[src/rtl/fpu_pkg.sv]
// Shared types and helpers for the FP32 adder front end.
//   fp32_t      : packed IEEE-754 single field layout
//   EXP_MAX/EXP_ZERO/QNAN : special encodings
//   state_t     : operand-stage FSM states
//   fp_classify : returns {is_zero, is_denorm, is_inf, is_nan}
package fpu_pkg;

  typedef struct packed {
    logic        sign;
    logic [7:0]  exp;
    logic [22:0] frac;
  } fp32_t;

  localparam logic [7:0]  EXP_MAX  = 8'hFF;
  localparam logic [7:0]  EXP_ZERO = 8'h00;
  localparam logic [31:0] QNAN     = 32'h7FFF_FFFF;

  typedef enum logic [2:0] {
    S_IDLE,
    S_CAPTURE,
    S_COMPARE,
    S_ISSUE,
    S_WAIT,
    S_BYPASS,
    S_DONE
  } state_t;

  function automatic logic [3:0] fp_classify(input fp32_t f);
    logic exp_zero;
    logic exp_max;
    logic frac_nz;
    exp_zero = (f.exp == EXP_ZERO);
    exp_max  = (f.exp == EXP_MAX);
    frac_nz  = |f.frac;
    return {exp_zero & ~frac_nz, exp_zero & frac_nz, exp_max & ~frac_nz, exp_max & frac_nz};
  endfunction

endpackage

[src/rtl/fpu_add_operand_stage_if.sv]
// Bundle of request, adder-issue and result signals for fpu_add_operand_stage.
//   slave  : view of the operand stage itself
//   master : view of the surrounding logic (requester + adder)
interface fpu_add_operand_stage_if;
  logic        start_i;
  logic        op_i;
  logic [6:0]  rounding_mode_i;
  logic [31:0] a_i;
  logic [31:0] b_i;
  logic        busy_o;
  logic        data_ready_o;
  logic [6:0]  rounding_mode_o;
  logic        x_sign_o;
  logic        y_sign_o;
  logic [7:0]  x_exp_o;
  logic [7:0]  y_exp_o;
  logic [22:0] x_frac_o;
  logic [22:0] y_frac_o;
  logic        x_greater_o;
  logic [7:0]  exp_shift_o;
  logic        x_infinity_o;
  logic        y_infinity_o;
  logic        x_nan_o;
  logic        y_nan_o;
  logic        adder_valid_i;
  logic [31:0] adder_z_i;
  logic        adder_invalid_i;
  logic        adder_overflow_i;
  logic        result_valid_o;
  logic [31:0] z_o;
  logic        except_invalid_operation_o;
  logic        except_overflow_o;

  modport slave (
    input  start_i, op_i, rounding_mode_i, a_i, b_i,
           adder_valid_i, adder_z_i, adder_invalid_i, adder_overflow_i,
    output busy_o, data_ready_o, rounding_mode_o,
           x_sign_o, y_sign_o, x_exp_o, y_exp_o, x_frac_o, y_frac_o,
           x_greater_o, exp_shift_o,
           x_infinity_o, y_infinity_o, x_nan_o, y_nan_o,
           result_valid_o, z_o, except_invalid_operation_o, except_overflow_o
  );

  modport master (
    output start_i, op_i, rounding_mode_i, a_i, b_i,
           adder_valid_i, adder_z_i, adder_invalid_i, adder_overflow_i,
    input  busy_o, data_ready_o, rounding_mode_o,
           x_sign_o, y_sign_o, x_exp_o, y_exp_o, x_frac_o, y_frac_o,
           x_greater_o, exp_shift_o,
           x_infinity_o, y_infinity_o, x_nan_o, y_nan_o,
           result_valid_o, z_o, except_invalid_operation_o, except_overflow_o
  );
endinterface

[src/rtl/fpu_classify.sv]
// Combinational field split and classification of one packed FP32 operand.
//   op_i          : packed operand
//   invert_sign_i : flip the sign (effective subtraction on the y side)
//   fields_o      : sign/exp/frac, denormals flushed to signed zero
//   zero_o        : operand is zero after flushing
//   inf_o / nan_o : class flags
module fpu_classify
  import fpu_pkg::*;
(
  input  logic [31:0] op_i,
  input  logic        invert_sign_i,
  output fp32_t       fields_o,
  output logic        zero_o,
  output logic        inf_o,
  output logic        nan_o
);

  fp32_t      raw;
  logic [3:0] cls;

  always_comb begin
    raw           = fp32_t'(op_i);
    cls           = fp_classify(raw);
    fields_o      = raw;
    fields_o.sign = raw.sign ^ invert_sign_i;
    if (cls[2]) fields_o.frac = '0;
    zero_o        = cls[3] | cls[2];
    inf_o         = cls[1];
    nan_o         = cls[0];
  end

endmodule

[src/rtl/fpu_add_operand_stage.sv]
// Operand stage in front of the FP32 adder: latches a request, classifies
// both operands, computes magnitude order and alignment shift, then either
// issues one adder transaction (data_ready_o pulse) or resolves zero/denormal
// operands locally. The final result appears on z_o with a result_valid_o pulse.
//   clk_i, rst_i : clock, asynchronous active-high reset
//   bus          : request inputs, adder operand outputs, adder response
//                  inputs and registered result outputs
module fpu_add_operand_stage
  import fpu_pkg::*;
#(
  parameter int unsigned MAX_SHIFT = 26
) (
  input  logic                         clk_i,
  input  logic                         rst_i,
  fpu_add_operand_stage_if.slave       bus
);

  localparam logic [7:0] SHIFT_SAT = 8'(MAX_SHIFT);

  state_t      state_q, state_d;
  logic [31:0] a_q, a_d, b_q, b_d;
  logic        op_q, op_d;
  logic [6:0]  rm_q, rm_d;
  fp32_t       x_q, x_d, y_q, y_d;
  logic        x_zero_q, x_zero_d, y_zero_q, y_zero_d;
  logic        x_inf_q, x_inf_d, y_inf_q, y_inf_d;
  logic        x_nan_q, x_nan_d, y_nan_q, y_nan_d;
  logic        x_greater_q, x_greater_d;
  logic [7:0]  exp_shift_q, exp_shift_d;
  logic        data_ready_q, data_ready_d;
  logic        result_valid_q, result_valid_d;
  logic [31:0] z_q, z_d;
  logic        inv_q, inv_d, ovf_q, ovf_d;

  fp32_t x_fields, y_fields;
  logic  x_zero_c, x_inf_c, x_nan_c;
  logic  y_zero_c, y_inf_c, y_nan_c;

  fpu_classify u_classify_x (
    .op_i          (a_q),
    .invert_sign_i (1'b0),
    .fields_o      (x_fields),
    .zero_o        (x_zero_c),
    .inf_o         (x_inf_c),
    .nan_o         (x_nan_c)
  );

  fpu_classify u_classify_y (
    .op_i          (b_q),
    .invert_sign_i (op_q),
    .fields_o      (y_fields),
    .zero_o        (y_zero_c),
    .inf_o         (y_inf_c),
    .nan_o         (y_nan_c)
  );

  logic       x_ge_y;
  logic [7:0] exp_diff;
  logic       any_special;

  always_comb begin
    x_ge_y      = {x_q.exp, x_q.frac} >= {y_q.exp, y_q.frac};
    exp_diff    = x_ge_y ? (x_q.exp - y_q.exp) : (y_q.exp - x_q.exp);
    any_special = x_inf_q | y_inf_q | x_nan_q | y_nan_q;
  end

  always_comb begin
    state_d     = state_q;
    a_d         = a_q;
    b_d         = b_q;
    op_d        = op_q;
    rm_d        = rm_q;
    x_d         = x_q;
    y_d         = y_q;
    x_zero_d    = x_zero_q;
    y_zero_d    = y_zero_q;
    x_inf_d     = x_inf_q;
    y_inf_d     = y_inf_q;
    x_nan_d     = x_nan_q;
    y_nan_d     = y_nan_q;
    x_greater_d = x_greater_q;
    exp_shift_d = exp_shift_q;
    z_d         = z_q;
    inv_d       = inv_q;
    ovf_d       = ovf_q;

    case (state_q)
      S_IDLE: begin
        if (bus.start_i) begin
          a_d     = bus.a_i;
          b_d     = bus.b_i;
          op_d    = bus.op_i;
          rm_d    = bus.rounding_mode_i;
          state_d = S_CAPTURE;
        end
      end
      S_CAPTURE: begin
        x_d      = x_fields;
        y_d      = y_fields;
        x_zero_d = x_zero_c;
        y_zero_d = y_zero_c;
        x_inf_d  = x_inf_c;
        y_inf_d  = y_inf_c;
        x_nan_d  = x_nan_c;
        y_nan_d  = y_nan_c;
        state_d  = S_COMPARE;
      end
      S_COMPARE: begin
        x_greater_d = x_ge_y;
        exp_shift_d = (exp_diff > SHIFT_SAT) ? SHIFT_SAT : exp_diff;
        // Inf/NaN always go to the adder, even when the other side is zero.
        if (!any_special && (x_q.exp == EXP_ZERO || y_q.exp == EXP_ZERO))
          state_d = S_BYPASS;
        else
          state_d = S_ISSUE;
      end
      S_ISSUE: begin
        state_d = S_WAIT;
      end
      S_WAIT: begin
        if (bus.adder_valid_i) begin
          z_d     = bus.adder_z_i;
          inv_d   = bus.adder_invalid_i;
          ovf_d   = bus.adder_overflow_i;
          state_d = S_DONE;
        end
      end
      S_BYPASS: begin
        if (x_zero_q && y_zero_q)
          z_d = {x_q.sign & y_q.sign, 31'b0};
        else if (x_zero_q)
          z_d = y_q;
        else
          z_d = x_q;
        inv_d   = 1'b0;
        ovf_d   = 1'b0;
        state_d = S_DONE;
      end
      S_DONE: begin
        state_d = S_IDLE;
      end
      default: begin
        state_d = S_IDLE;
      end
    endcase

    data_ready_d   = (state_d == S_ISSUE);
    result_valid_d = (state_d == S_DONE);
  end

  always_ff @(posedge clk_i or posedge rst_i) begin
    if (rst_i) begin
      state_q        <= S_IDLE;
      a_q            <= '0;
      b_q            <= '0;
      op_q           <= 1'b0;
      rm_q           <= '0;
      x_q            <= '0;
      y_q            <= '0;
      x_zero_q       <= 1'b0;
      y_zero_q       <= 1'b0;
      x_inf_q        <= 1'b0;
      y_inf_q        <= 1'b0;
      x_nan_q        <= 1'b0;
      y_nan_q        <= 1'b0;
      x_greater_q    <= 1'b0;
      exp_shift_q    <= '0;
      data_ready_q   <= 1'b0;
      result_valid_q <= 1'b0;
      z_q            <= '0;
      inv_q          <= 1'b0;
      ovf_q          <= 1'b0;
    end else begin
      state_q        <= state_d;
      a_q            <= a_d;
      b_q            <= b_d;
      op_q           <= op_d;
      rm_q           <= rm_d;
      x_q            <= x_d;
      y_q            <= y_d;
      x_zero_q       <= x_zero_d;
      y_zero_q       <= y_zero_d;
      x_inf_q        <= x_inf_d;
      y_inf_q        <= y_inf_d;
      x_nan_q        <= x_nan_d;
      y_nan_q        <= y_nan_d;
      x_greater_q    <= x_greater_d;
      exp_shift_q    <= exp_shift_d;
      data_ready_q   <= data_ready_d;
      result_valid_q <= result_valid_d;
      z_q            <= z_d;
      inv_q          <= inv_d;
      ovf_q          <= ovf_d;
    end
  end

  assign bus.busy_o                     = (state_q != S_IDLE);
  assign bus.data_ready_o               = data_ready_q;
  assign bus.rounding_mode_o            = rm_q;
  assign bus.x_sign_o                   = x_q.sign;
  assign bus.y_sign_o                   = y_q.sign;
  assign bus.x_exp_o                    = x_q.exp;
  assign bus.y_exp_o                    = y_q.exp;
  assign bus.x_frac_o                   = x_q.frac;
  assign bus.y_frac_o                   = y_q.frac;
  assign bus.x_greater_o                = x_greater_q;
  assign bus.exp_shift_o                = exp_shift_q;
  assign bus.x_infinity_o               = x_inf_q;
  assign bus.y_infinity_o               = y_inf_q;
  assign bus.x_nan_o                    = x_nan_q;
  assign bus.y_nan_o                    = y_nan_q;
  assign bus.result_valid_o             = result_valid_q;
  assign bus.z_o                        = z_q;
  assign bus.except_invalid_operation_o = inv_q;
  assign bus.except_overflow_o          = ovf_q;

endmodule

[src/flat_wrapper.sv]
// flat-port wrapper written by rule: the top's interface ports become plain ports
module fpu_add_operand_stage_flat import fpu_pkg::*;
#(
  parameter int unsigned MAX_SHIFT = 26
)
  (clk_i, rst_i, bus_start_i, bus_op_i, bus_rounding_mode_i, bus_a_i, bus_b_i, bus_adder_valid_i, bus_adder_z_i, bus_adder_invalid_i, bus_adder_overflow_i, bus_busy_o, bus_data_ready_o, bus_rounding_mode_o, bus_x_sign_o, bus_y_sign_o, bus_x_exp_o, bus_y_exp_o, bus_x_frac_o, bus_y_frac_o, bus_x_greater_o, bus_exp_shift_o, bus_x_infinity_o, bus_y_infinity_o, bus_x_nan_o, bus_y_nan_o, bus_result_valid_o, bus_z_o, bus_except_invalid_operation_o, bus_except_overflow_o);
  fpu_add_operand_stage_if bus_i ();
  input  logic clk_i;
  input  logic rst_i;
  input wire logic [$bits(bus_i.start_i)-1:0] bus_start_i;
  input wire logic [$bits(bus_i.op_i)-1:0] bus_op_i;
  input wire logic [$bits(bus_i.rounding_mode_i)-1:0] bus_rounding_mode_i;
  input wire logic [$bits(bus_i.a_i)-1:0] bus_a_i;
  input wire logic [$bits(bus_i.b_i)-1:0] bus_b_i;
  input wire logic [$bits(bus_i.adder_valid_i)-1:0] bus_adder_valid_i;
  input wire logic [$bits(bus_i.adder_z_i)-1:0] bus_adder_z_i;
  input wire logic [$bits(bus_i.adder_invalid_i)-1:0] bus_adder_invalid_i;
  input wire logic [$bits(bus_i.adder_overflow_i)-1:0] bus_adder_overflow_i;
  output wire logic [$bits(bus_i.busy_o)-1:0] bus_busy_o;
  output wire logic [$bits(bus_i.data_ready_o)-1:0] bus_data_ready_o;
  output wire logic [$bits(bus_i.rounding_mode_o)-1:0] bus_rounding_mode_o;
  output wire logic [$bits(bus_i.x_sign_o)-1:0] bus_x_sign_o;
  output wire logic [$bits(bus_i.y_sign_o)-1:0] bus_y_sign_o;
  output wire logic [$bits(bus_i.x_exp_o)-1:0] bus_x_exp_o;
  output wire logic [$bits(bus_i.y_exp_o)-1:0] bus_y_exp_o;
  output wire logic [$bits(bus_i.x_frac_o)-1:0] bus_x_frac_o;
  output wire logic [$bits(bus_i.y_frac_o)-1:0] bus_y_frac_o;
  output wire logic [$bits(bus_i.x_greater_o)-1:0] bus_x_greater_o;
  output wire logic [$bits(bus_i.exp_shift_o)-1:0] bus_exp_shift_o;
  output wire logic [$bits(bus_i.x_infinity_o)-1:0] bus_x_infinity_o;
  output wire logic [$bits(bus_i.y_infinity_o)-1:0] bus_y_infinity_o;
  output wire logic [$bits(bus_i.x_nan_o)-1:0] bus_x_nan_o;
  output wire logic [$bits(bus_i.y_nan_o)-1:0] bus_y_nan_o;
  output wire logic [$bits(bus_i.result_valid_o)-1:0] bus_result_valid_o;
  output wire logic [$bits(bus_i.z_o)-1:0] bus_z_o;
  output wire logic [$bits(bus_i.except_invalid_operation_o)-1:0] bus_except_invalid_operation_o;
  output wire logic [$bits(bus_i.except_overflow_o)-1:0] bus_except_overflow_o;
  assign bus_i.start_i = bus_start_i;
  assign bus_i.op_i = bus_op_i;
  assign bus_i.rounding_mode_i = bus_rounding_mode_i;
  assign bus_i.a_i = bus_a_i;
  assign bus_i.b_i = bus_b_i;
  assign bus_i.adder_valid_i = bus_adder_valid_i;
  assign bus_i.adder_z_i = bus_adder_z_i;
  assign bus_i.adder_invalid_i = bus_adder_invalid_i;
  assign bus_i.adder_overflow_i = bus_adder_overflow_i;
  assign bus_busy_o = bus_i.busy_o;
  assign bus_data_ready_o = bus_i.data_ready_o;
  assign bus_rounding_mode_o = bus_i.rounding_mode_o;
  assign bus_x_sign_o = bus_i.x_sign_o;
  assign bus_y_sign_o = bus_i.y_sign_o;
  assign bus_x_exp_o = bus_i.x_exp_o;
  assign bus_y_exp_o = bus_i.y_exp_o;
  assign bus_x_frac_o = bus_i.x_frac_o;
  assign bus_y_frac_o = bus_i.y_frac_o;
  assign bus_x_greater_o = bus_i.x_greater_o;
  assign bus_exp_shift_o = bus_i.exp_shift_o;
  assign bus_x_infinity_o = bus_i.x_infinity_o;
  assign bus_y_infinity_o = bus_i.y_infinity_o;
  assign bus_x_nan_o = bus_i.x_nan_o;
  assign bus_y_nan_o = bus_i.y_nan_o;
  assign bus_result_valid_o = bus_i.result_valid_o;
  assign bus_z_o = bus_i.z_o;
  assign bus_except_invalid_operation_o = bus_i.except_invalid_operation_o;
  assign bus_except_overflow_o = bus_i.except_overflow_o;
  fpu_add_operand_stage #(.MAX_SHIFT(MAX_SHIFT)) u_core (.clk_i(clk_i), .rst_i(rst_i), .bus(bus_i));
endmodule
[config.mk]
export PLATFORM = sky130hd
export DESIGN_NAME = fpu_add_operand_stage_flat
export DESIGN_NICKNAME = d
export VERILOG_FILES = /design/src/rtl/fpu_pkg.sv /design/src/rtl/fpu_add_operand_stage_if.sv /design/src/rtl/fpu_classify.sv /design/src/rtl/fpu_add_operand_stage.sv /design/src/flat_wrapper.sv
export SDC_FILE = /design/constraint.sdc
export NUM_CORES = 1
export LEC_CHECK = 0
export ABC_AREA = 1
export CAP_MARGIN = 20
export CORE_ASPECT_RATIO = 0.75
export CORE_MARGIN = 4
export CORE_UTILIZATION = 45
export DETAILED_ROUTE_END_ITERATION = 7
export PLACE_DENSITY = 0.77
export SYNTH_ARGS = -nofsm -noshare
export SYNTH_HDL_FRONTEND = slang
export SYNTH_SLANG_ARGS = --single-unit
[constraint.sdc]
create_clock -name clk_i -period 6.95 [get_ports clk_i]
set_clock_uncertainty 0.15 [all_clocks]
set_input_delay 2.085 -clock clk_i [delete_from_list [all_inputs] [get_ports clk_i]]
set_output_delay 2.085 -clock clk_i [all_outputs]
set_load 0.01 [all_outputs]
# Yosys cells after proc, flatten, opt, wreduce, memory -nomap -nowiden

Index checks and enable logic that the tools add are counted.

Reductions and logical operators: 15
Muxes and demuxes: 16
Magnitude comparators: 2
Bitwise operators: 17
Add/subtract/negate cells: 2
Equality and inequality tests: 10

Operators with widths:

| operator           | number |
|---|---|
| $mux 32            | 3 |
| $pmux 32 s2        | 1 |
| $mux 23            | 2 |
| $reduce_or 23->1   | 2 |
| $logic_not 8->1    | 4 |
| $ge 31x31->1       | 1 |
| $pmux 3 s6         | 1 |
| $eq 8x8->1 const B | 2 |
| $mux 8             | 2 |
| $sub 8x8->8        | 2 |
| $and 1x1->1        | 9 |
| $eq 3x2->1 const B | 3 |
| $eq 3x3->1 const B | 3 |
| $mux 3             | 3 |
| $gt 8x5->1 const B | 1 |
| $or 1x1->1         | 5 |
| $pmux 1 s2         | 2 |
| $reduce_and 2->1   | 2 |
| $eq 3x1->1 const B | 1 |
| $logic_not 3->1    | 1 |
| $reduce_bool 3->1  | 1 |
| $logic_and 1x1->1  | 2 |
| $mux 1             | 2 |
| $ne 2x2->1 const B | 1 |
| other kinds (5)    | 6 |

Bits in registers: 190
Word-level logic and storage cells: 86
Bits of input ports: 110
Output and inout bits: 121

# Longest topological paths before layout

Word-level depth: 8
Gate-level depth with buffers: 18

# Cells and area by module

Synthesis repeated with hierarchy kept, for this count alone.

Cells, all modules: 1144
Area total of the unflattened synthesis: 10263.6 sq um

By module, submodules not included:

| module                | cells an instance | sequential area each (sq um) | area an instance (sq um) | times used |
|---|---|---|---|---|
| fpu_add_operand_stage | 958               | 4754.6                       | 9172.5                   | 1 |
| fpu_classify          | 93                | 0.0                          | 545.5                    | 2 |

# Worst setup path after synthesis

No wires, ideal clock.

Path kind: input to register
Start: input bus_start_i
End: register u_core.a_q[10]
Arrival time: 3.029 ns
Required time: 6.675 ns
Path buffers: 2
Slack: 3.646 ns
Stages: 4
Library setup time: 0.125 ns
Cells stage by stage: nand3_1 clkbuf_1 buf_2 mux2_2

Word-level cells in the longest chain between the ends: 1

RTL lines:

| what                       | RTL line                     | text |
|---|---|---|
| from (decl)                | flat_wrapper.sv:10           | `input wire logic [$bits(bus_i.start_i)-1:0] bus_start_i;` |
| $reduce_and 2->1 (no line) | n/a                          |  |
| to (signal assigned)       | fpu_add_operand_stage.sv:154 | `a_q <= '0;` |
| to (signal assigned)       | fpu_add_operand_stage.sv:175 | `a_q <= a_d;` |
| to (decl)                  | fpu_add_operand_stage.sv:21  | `logic [31:0] a_q, a_d, b_q, b_d;` |

Every way passes these cells.
A chain may end at the register's enable or synchronous reset.

# Worst setup path after layout

Start: register u_core.state_q[0]
End: output bus_busy_o

Word-level cells in the longest chain between the ends: 1

RTL lines:

| what                   | RTL line                     | text |
|---|---|---|
| from (decl)            | fpu_add_operand_stage.sv:20  | `state_t state_q, state_d;` |
| from (signal assigned) | fpu_add_operand_stage.sv:174 | `state_q <= state_d;` |
| $reduce_bool 3->1      | fpu_add_operand_stage.sv:197 | `assign bus.busy_o = (state_q != S_IDLE);` |
| to (decl)              | flat_wrapper.sv:19           | `output wire logic [$bits(bus_i.busy_o)-1:0] bus_busy_o;` |

Every way passes these cells.

==> results.yml <==
floorplanning:
  die_y_um: 134
  initial_core_util_pct: 46.3
  die_w_um: 175
  dieArea_um2: 23400
  core_um2: 20400
  boundaryPins: 231
  num_rows: 45
grt:
  grt_pass1_vias: 7886
  grt-ovfl-total: 0
  grt_pass1_wl_mm: 44.4
  grt_max_degree: 191
  grtUsageTotal_pct: 24.3
  antenna_found_initial: 0
yosys:
  yosysWarnings: 0
  ys.flop_type: "dfrtp_1"
  syn_inst: 1070
  synth_largest_area_cell: "dfrtp_1"
  ys_ff_latch: 190
  synth-seq-area-share_pct: 50.3
  synth_top_area_share_pct: 50.3
  syn_area_um2: 9460
  yosysMostFrequentCell: "nand2_1"
  ys_top_cells_by_area: "dfrtp_1, nand2_1, mux2_2, ha_1, a21oi_1"
  synth_common_cells: "nand2_1, dfrtp_1, inv_1"
  async_reset_ff_share_pct: 100
  synth_nets: 1221
  synth_edf_count: 0
  synth_cell_types: 37
  synth.avg_cell_area_um2: 8.84
route:
  drt_wl_total_mm: 28.9
  vias: 8297
  viasPerCell: 5.27
  drt_iter0_drc: 750
  antenna_left: 0
  wl_per_cell_um: 18.4
  first_pass_iters: 5
  drc_errors: 0
min_path:
  hold_class: "reg2reg"
  min_from: "u_core.bus.z_o[6]"
  hold_path_depth: 2
  hold_end: "u_core.bus.z_o[6]"
power:
  design_power_total_mw: 6.21
  comb_power_share_pct: 50.8
  sw_frac_of_total_pct: 43.1
  power_density_nw_per_um2: 493
  p_sw_mw: 2.68
  p_clk_share_pct: 15.5
  seqPwrFrac_pct: 33.6
  vdd_ir_drop_max_mv: 0.212
  power_leakage_nw: 5.75
  power.internal_mw: 3.53
clock_network:
  post_cts_resized: 0
  cts_tree: "built"
  h-tree-depth: 4
  post-cts-setup-buffers: 0
  cts-root-buf: "clkbuf_16"
  path_clk_slew_ns: 0.08
  cts_made_buffers: 17
  cts_hold_buffers: 0
  clkSinkCount: 190
  clk_path_buf_depth: 2
  insertion_delay_ns: 0.44
critical_path:
  critPathArrivalTime_ns: 1.79
  r2r-end: "u_core.bus.y_infinity_o"
  r2r_slack_ns: 4.11
  critical_path_class: "reg2out"
  cpPeakStageDelay_ns: 0.51
  crit_path_top_delay_cell: "clkdlybuf4s50_1"
  reg2regPathDepth: 11
  cp-end-kind: "primary output"
  critPathTopFamily: "buffers and inverters"
  cp-start-kind: "register"
  worst-path-buf-inv: 1
  crit_chain: "nor2_1, nand2_1, clkdlybuf4s50_1"
  critPathMaxFanout: 5
  cp_data_required_time_ns: 4.72
  r2r_start: "u_core.state_q[1]"
sta:
  layout_min_cycle_time_ns: 4.03
  setup_viol: 0
  drv_slew: 0
  fin_crit_sh_pct: 58.0
  max_slew.worst_pin.slew_ns: 1.05
  rsz0062_at_grt: "no"
  relSlewSlack_pct: 30.2
  finalHoldViolCount: 0
  max_freq_mhz: 248
  finalSetupTns_ns: 0
placed_design:
  numPortBuffers: 230
  gp_congestion: 0.907
  dp_hpwl_mm: 21.5
layout:
  drive_gt1_share_pct: 9.29
  antenna_cells: 0
  fillerInstances: 1749
  syn2layout_area_growth_pct: 33.1
  fin_nets: 1430
job:
  drv_cap: 0
outcome:
  status: "completed"
[routing by layer]
| metal | GRT usage [%] | part of all wire (%) | vias up |
|---|---|---|---|
| met5 | 0 | 0 | - |
| met4 | 5.54 | 1.6 | 0 |
| met1 | 36.9 | 48 | 3974 |
| met3 | 6.10 | 8.7 | 34 |
| li1 | - | - | 3943 |
| met2 | 35.1 | 42 | 346 |
[placed cells by master (no fill, tap or decap), types with 3 or more instances in the layout]
cell type	synthesis	final
o21ai_0	78	77
nand4_1	15	15
clkbuf_16	0	17
inv_8	0	3
clkdlybuf4s50_1	0	230
o21bai_1	3	3
nor4_1	15	15
a21oi_1	97	97
buf_4	1	7
nor2_4	3	4
nand2_1	241	241
nand2_2	4	4
dfrtp_1	190	190
nand3b_1	3	3
o21ai_1	3	3
xor2_1	6	6
nand3_1	68	67
mux2_2	61	61
nor2_1	65	64
nor3_1	3	3
ha_1	39	39
clkinv_4	0	4
or2_2	3	3
inv_1	105	104
[kinds of logic after synthesis]
group                      after synthesis  synth area share [%]
and+or+nand+nor                        424                  19.4
buffers and inverters                  156                  6.35
DFF                                    190                  50.3
adders and majority gates               41                  5.58
xor gates and xnor gates                 8                 0.741
muxes                                   61                  7.26
AOI/OAI and AO/OA                      190                  10.4
[sequential cells by signal (all words and copies together) (netlist names), 3 cells and up]
name / cells
u_core.a_q: 32
u_core.b_q: 32
u_core.bus.y_frac_o: 23
u_core.bus.x_frac_o: 23
u_core.state_q: 3
u_core.bus.rounding_mode_o: 7
u_core.bus.y_exp_o: 8
u_core.bus.x_exp_o: 8
u_core.bus.z_o: 32
u_core.bus.exp_shift_o: 8
[stage by stage]
step	hold WS (ns)	area (um2)	util [%]	setup WS (ns)	cells
floorplan	0.303	9460	-	2.27	1070
global placement	0.315	12000	58.8	2.80	1541
detailed placement	0.322	12000	58.8	2.79	1541
CTS	0.339	12600	61.6	2.93	1573
global route	0.360	12600	61.6	2.84	1574
finish	0.335	12600	61.6	2.92	1574
[tightest hold or removal path, stage by stage, from the launching register on]
cell and delay, ns:
dfrtp_1 0.35, nand2_1 0.05, o21ai_0 0.05
[how the worst max path moves through the flow]
stage                       from              to  slack [ns]  cells after the start
5_1_grt        u_core.state_q[0]      bus_busy_o        2.84                      3
3_5_place_dp         bus_start_i  u_core.b_q[12]        2.79                      4
4_1_cts        u_core.state_q[0]      bus_busy_o        2.93                      3
2_1_floorplan              rst_i   u_core.a_q[0]        2.27                      1
6_report       u_core.state_q[0]      bus_busy_o        2.92                      3
3_3_place_gp         bus_start_i  u_core.b_q[15]        2.80                      4
[final cells by class]
cell class                 instances  area, um2  area share [%]
sequential                       190       4750            37.8
clock inverter                    12        126            1.00
inverter                         107        405            3.22
multi-input combinational        724       4130            32.8
tap                              282        353            2.80
clock buffer                      20        447            3.55
timing repair buffer             239       2380            18.9
[power by group through the flow]
| stage | logic [mW] | registers (mW) | clock network, mW |
|---|---|---|---|
| 5_1_grt | 3.51 | 2.14 | 1.03 |
| 2_1_floorplan | 1.83 | 2.08 | 0 |
| 6_report | 3.16 | 2.09 | 0.965 |
| 4_1_cts | 3.16 | 2.07 | 0.980 |
| 3_5_place_dp | 3.13 | 2.09 | 0 |
| 3_3_place_gp | 3.07 | 2.07 | 0 |
(Power assumes the default switching activity.)
